<file path="config.mk">
export PLATFORM = sky130hd
export DESIGN_NAME = instr_encoder_loader
export DESIGN_NICKNAME = d
export VERILOG_FILES = /design/src/rtl/instr_encoder_loader.sv
export SDC_FILE = /design/constraint.sdc
export NUM_CORES = 1
export LEC_CHECK = 0
export ABC_AREA = 1
export ABC_CLOCK_PERIOD_IN_PS = 1970
export BUFFER_PORTS_ARGS = -buffer_cell sky130_fd_sc_hd__buf_4
export CAP_MARGIN = 5
export CELL_PAD_IN_SITES_DETAIL_PLACEMENT = 0
export CELL_PAD_IN_SITES_GLOBAL_PLACEMENT = 1
export CORE_MARGIN = 2
export CORE_UTILIZATION = 33
export CTS_CLUSTER_DIAMETER = 100
export CTS_CLUSTER_SIZE = 30
export DETAILED_ROUTE_END_ITERATION = 8
export PLACE_DENSITY_LB_ADDON = 0.1
export SYNTH_ARGS = -nofsm -noshare
export SYNTH_HDL_FRONTEND = slang
export SYNTH_SLANG_ARGS = --single-unit
</file>
<file path="constraint.sdc">
create_clock -name clk -period 1.97 [get_ports clk]
set_clock_uncertainty 0.05 [all_clocks]
set_input_delay 0.394 -clock clk [delete_from_list [all_inputs] [get_ports clk]]
set_output_delay 0.394 -clock clk [all_outputs]
set_load 0.02 [all_outputs]
</file>
<file path="src/rtl/instr_encoder_loader.sv">
// Packs decoded RISC-V fields into 32-bit words and streams them into instruction memory at consecutive addresses.
// Optional immediate range check: define INSTR_ENC_IMM_CHECK_EN.
module instr_encoder_loader #(
    parameter int ADDR_W    = 8,
    parameter int BASE_ADDR = 0
) (
    input  logic              clk,
    input  logic              rst_n,
    input  logic              start,
    input  logic              in_valid,
    output logic              in_ready,
    input  logic [2:0]        in_fmt,
    input  logic [6:0]        in_opcode,
    input  logic [2:0]        in_funct3,
    input  logic [6:0]        in_funct7,
    input  logic [4:0]        in_rd,
    input  logic [4:0]        in_rs1,
    input  logic [4:0]        in_rs2,
    input  logic [31:0]       in_imm,
    input  logic              in_last,
    output logic              mem_we,
    input  logic              mem_ready,
    output logic [ADDR_W-1:0] mem_addr,
    output logic [31:0]       mem_wdata,
    output logic              done,
    output logic [ADDR_W:0]   count,
    output logic              err_fmt,
    output logic              err_ovf,
    output logic              err_imm
);

    // state | meaning
    // IDLE  | waiting for start after reset
    // RUN   | accepting tuples and writing words
    // DONE  | session finished, done held until next start
    typedef enum logic [1:0] {IDLE, RUN, DONE} state_t;

    localparam logic [ADDR_W-1:0] ADDR_BASE = ADDR_W'(BASE_ADDR);
    localparam logic [ADDR_W-1:0] ADDR_MAX  = '1;

    state_t            state, state_nxt;
    logic              stop;
    logic              stop_ovf;
    logic              accept;
    logic              finish;
    logic              fmt_ok;
    logic              clr;
    logic              wr_done;
    logic [31:0]       enc_word;
    logic [ADDR_W-1:0] tgt_addr;

    assign wr_done  = mem_we & mem_ready;
    assign clr      = (state != RUN) & start;
    // acceptance with a pending write implies that write completes this cycle
    assign tgt_addr = mem_we ? mem_addr + ADDR_W'(1) : mem_addr;

    always_comb begin
        enc_word = 32'h0;
        fmt_ok   = 1'b1;
        case (in_fmt)
            3'd0: enc_word = {in_funct7, in_rs2, in_rs1, in_funct3, in_rd, in_opcode};
            3'd1: enc_word = {in_imm[11:0], in_rs1, in_funct3, in_rd, in_opcode};
            3'd2: enc_word = {in_imm[11:5], in_rs2, in_rs1, in_funct3, in_imm[4:0], in_opcode};
            3'd3: enc_word = {in_imm[12], in_imm[10:5], in_rs2, in_rs1, in_funct3,
                              in_imm[4:1], in_imm[11], in_opcode};
            3'd4: enc_word = {in_imm[31:12], in_rd, in_opcode};
            3'd5: enc_word = {in_imm[20], in_imm[10:1], in_imm[11], in_imm[19:12], in_rd, in_opcode};
            default: fmt_ok = 1'b0;
        endcase
    end

    always_comb begin
        state_nxt = state;
        in_ready  = 1'b0;
        accept    = 1'b0;
        finish    = 1'b0;
        case (state)
            IDLE: if (start) state_nxt = RUN;
            RUN: begin
                in_ready = !stop && (!mem_we || mem_ready);
                accept   = in_ready && in_valid;
                if (stop && (!mem_we || mem_ready)) begin
                    state_nxt = DONE;
                    finish    = 1'b1;
                end
            end
            DONE: if (start) state_nxt = RUN;
            default: state_nxt = IDLE;
        endcase
    end

    always_ff @(posedge clk or negedge rst_n) begin
        if (!rst_n) begin
            state <= IDLE;
        end else begin
            state <= state_nxt;
        end
    end

    always_ff @(posedge clk or negedge rst_n) begin
        if (!rst_n) begin
            mem_we    <= 1'b0;
            mem_addr  <= ADDR_BASE;
            mem_wdata <= 32'h0;
            done      <= 1'b0;
            count     <= '0;
            err_fmt   <= 1'b0;
            err_ovf   <= 1'b0;
            stop      <= 1'b0;
            stop_ovf  <= 1'b0;
        end else if (clr) begin
            mem_we    <= 1'b0;
            mem_addr  <= ADDR_BASE;
            done      <= 1'b0;
            count     <= '0;
            err_fmt   <= 1'b0;
            err_ovf   <= 1'b0;
            stop      <= 1'b0;
            stop_ovf  <= 1'b0;
        end else begin
            if (wr_done) begin
                mem_we <= 1'b0;
                count  <= count + (ADDR_W+1)'(1);
                if (mem_addr != ADDR_MAX) mem_addr <= mem_addr + ADDR_W'(1);
            end
            if (accept) begin
                if (fmt_ok) begin
                    mem_we    <= 1'b1;
                    mem_wdata <= enc_word;
                    // the word landing on the top address closes the session unless it is last
                    if (tgt_addr == ADDR_MAX && !in_last) begin
                        stop     <= 1'b1;
                        stop_ovf <= 1'b1;
                    end
                end else begin
                    err_fmt <= 1'b1;
                end
                if (in_last) stop <= 1'b1;
            end
            if (finish) begin
                done <= 1'b1;
                if (stop_ovf) err_ovf <= 1'b1;
            end
        end
    end

`ifdef INSTR_ENC_IMM_CHECK_EN
    logic imm_bad;

    always_comb begin
        imm_bad = 1'b0;
        case (in_fmt)
            3'd1, 3'd2: imm_bad = !((&in_imm[31:11]) || !(|in_imm[31:11]));
            3'd3:       imm_bad = !((&in_imm[31:12]) || !(|in_imm[31:12])) || in_imm[0];
            3'd4:       imm_bad = |in_imm[11:0];
            3'd5:       imm_bad = !((&in_imm[31:20]) || !(|in_imm[31:20])) || in_imm[0];
            default:    imm_bad = 1'b0;
        endcase
    end

    always_ff @(posedge clk or negedge rst_n) begin
        if (!rst_n) begin
            err_imm <= 1'b0;
        end else if (clr) begin
            err_imm <= 1'b0;
        end else if (accept && fmt_ok && imm_bad) begin
            err_imm <= 1'b1;
        end
    end
`else
    assign err_imm = 1'b0;
`endif

endmodule
</file>
==> impl_metrics.json <==
{
  "antenna_left": 0,
  "r2r_cells": 8,
  "setup_ws_ns": 0.169,
  "remaining_drc_errors": 0,
  "synth_warnings": 0,
  "final_common_cell": "buf_4",
  "port_buffers": 126,
  "synthSimpleGateAreaFrac": 0.287,
  "synth_cell_types": 29,
  "antenna-diode-count": 0,
  "area_growth_pct": 44.2,
  "cts_root_buf": "clkbuf_8",
  "syn-num-nets": 443,
  "grt-ovfl-total": 0,
  "grt_use_total": 0.179,
  "worstSetupPathType": "flop to flop",
  "cp_slowest_cell": "dfrtp_1",
  "viasPerCell": 4.70,
  "cts_num_sinks": 57,
  "synth_compound_area_frac": 0.138,
  "worstPathCellList": "ha_1 > nand3_1 > nor2_1 > nand2_1 > o31ai_4 > inv_2 > nand2_1 > o22ai_1",
  "die_h_um": 97.6,
  "period_share": 0.914,
  "instances_no_fill": 612,
  "dp_worst_setup_slack_ns": 0.114,
  "endpoint_kind": "flop",
  "fin_crit_ns": 1.80,
  "yosys_register_bits": 57,
  "yosysSeqAreaShare": 0.493,
  "vdd_drop_max_uv": 471,
  "rrSetupSlack_ns": 0.17,
  "synth_top_family_by_area": "simple AND/OR/NAND/NOR gates",
  "stdcell_area_um2": 4170,
  "synthMuxAreaShare": 0,
  "crit_fanout": 6,
  "hold_violations": 0,
  "slew_viol_final": 0,
  "max_freq_mhz": 555,
  "start_kind": "flop",
  "max_cap_violations": 0,
  "syn-cell-area_um2": 2890,
  "critPathMaxStageDelay_ns": 0.42,
  "grt_pass1_vias": 2956,
  "crit_path_frequent_cell": "nand2_1",
  "most-common-layout-cells": "buf_4 (131), nand2_1 (113), dfrtp_1 (57)",
  "fp.coreArea_um2": 8590,
  "antenna_found_initial": 0,
  "place.gp.congestion": 0.822,
  "rows": 34,
  "io_pins": 128,
  "cts_tree": "yes",
  "rsz0062_at_grt": "false",
  "clk_latency_ns": 0.33,
  "endpoint": "mem_addr[3]$_DFFE_PN0P_",
  "setup_tns_ns": 0,
  "clkTransAtPathRegs_ns": 0.07,
  "required_ns": 2.13,
  "r2r-start": "mem_addr[1]$_DFFE_PN0P_",
  "drt_wl_total_um": 8170,
  "setup_viol": 0,
  "timing.rr.end": "mem_addr[3]$_DFFE_PN0P_",
  "initialDrtViolationCount": 77,
  "min_path_type": "input port to flop",
  "placedCellCount": 595,
  "dr.pass1.iters": 5,
  "critPathArrivalTime_ns": 1.96,
  "grt_pass1_wl_um": 13800,
  "clock_path_buffers": 2,
  "num_vias": 2879,
  "hold_slack_ns": 0.214,
  "die_area_um2": 9530,
  "crit_path_start": "mem_addr[1]$_DFFE_PN0P_",
  "post_drt_wl_per_cell_um": 13.3,
  "layout-drive-gt1-share": 0.317,
  "post-route-util": 0.485,
  "htree_levels": 3,
  "fin_total_pwr_mw": 5.79,
  "leakagePower_nw": 2.07,
  "die_x_um": 97.6,
  "synth-xor-area-share": 0.00303,
  "synth.avg_cell_area_um2": 7.86,
  "numCtsBuffers": 9,
  "status": "complete, no violations",
  "grt_max_degree": 57,
  "layout.nets": 575,
  "p_per_area_nw_per_um2": 1390,
  "hpwl_um": 6050,
  "initial_utilization": 0.336,
  "synth_cells": 368,
  "synth_adder_area_share": 0.00865,
  "placed_area_um2": 3970
}
==> power breakdown <==
| part | internal, mW | leakage, nW | switching, mW | total (mW) |
|---|---|---|---|---|
| clock network | 0.551 | 0.0915 | 0.470 | 1.02 |
| logic | 1.16 | 1.28 | 1.62 | 2.77 |
| registers | 1.65 | 0.706 | 0.343 | 2.00 |
==> worst min-delay path by stage <==
stage / start / endpoint / slack (ns) / cells after the start
after global placement: rst_n / mem_addr[5]$_DFFE_PN0P_ / 0.29 / 1
after detailed placement: rst_n / mem_addr[3]$_DFFE_PN0P_ / 0.29 / 1
after floorplan: rst_n / count[0]$_DFFE_PN0P_ / 0.05 / 0
after CTS: in_opcode[1] / mem_wdata[1]$_DFFE_PN0P_ / 0.20 / 3
final: in_opcode[1] / mem_wdata[1]$_DFFE_PN0P_ / 0.21 / 3
after global routing: in_opcode[3] / mem_wdata[3]$_DFFE_PN0P_ / 0.20 / 3
==> registers in the layout, indices dropped and copies added (netlist names) <==
register   count
count          9
done           1
err_fmt        1
err_ovf        1
mem_addr       8
mem_wdata     32
mem_we         1
state          2
stop           1
stop_ovf       1
==> layer usage <==
metal	wire [um]	track usage	share of wire
met1	3680	0.227	0.45
met5	0	0	0
met3	536	0.0475	0.066
met2	3830	0.298	0.47
met4	116	0.0577	0.014
==> area by class of cell <==
cell class / instances / area (um2)
clock buffers: 13 / 169
clock inverters: 2 / 12.5
fillers: 865 / 4420
inverters: 33 / 124
multi-input cells: 265 / 1270
flip-flops and latches: 57 / 1430
well taps: 108 / 135
repair buffers: 134 / 1030
==> cells in the mapped netlist <==
master    count  area share
a21o_1        1      0.0026
a21oi_1      12       0.021
a22oi_1       1      0.0026
a31oi_1      17       0.037
a41oi_1      10       0.030
buf_2         5      0.0087
buf_4         1      0.0026
buf_6         2      0.0078
clkbuf_1      5      0.0065
conb_1        1      0.0013
dfrtp_1      57        0.49
ha_1          2      0.0087
inv_1        29       0.038
inv_2         4      0.0052
nand2_1     113        0.15
nand2_2       2      0.0043
nand2_4       2      0.0078
nand3_1      23       0.040
nand4_1       1      0.0022
nor2_1       48       0.062
nor2_2        1      0.0022
nor2_4        1      0.0039
nor3_1        7       0.012
nor3_4        1      0.0056
o21ai_0      13       0.023
o22ai_1       6       0.013
o31ai_1       1      0.0026
o31ai_4       1      0.0074
xor2_1        1      0.0030
==> worst max-delay path: cells and delay by family, from the launching register on <==
family,cells,cell delay [ns]
simple gates,4,0.53
flops,1,0.42
buf+inv,1,0.10
compound gates,2,0.37
fa+ha+maj,1,0.21
==> cell families (layout without fill, tap and decap cells) <==
family          after synthesis  in the layout
fa+ha+maj                     2              2
simple gates                199            199
flops                        57             57
buf+inv                      46            182
compound gates               62             62
other cells                   1              1
xor+xnor                      1              1
==> timing repair <==
item                                    4_1_cts  5_1_grt
gates resized for setup                       0        1
endpoints found under the setup margin        0        7
hold buffers                                  1        0
setup buffers                                 0        1
endpoints found under the hold margin        24        0
Power figures use the tool's default switching activity.
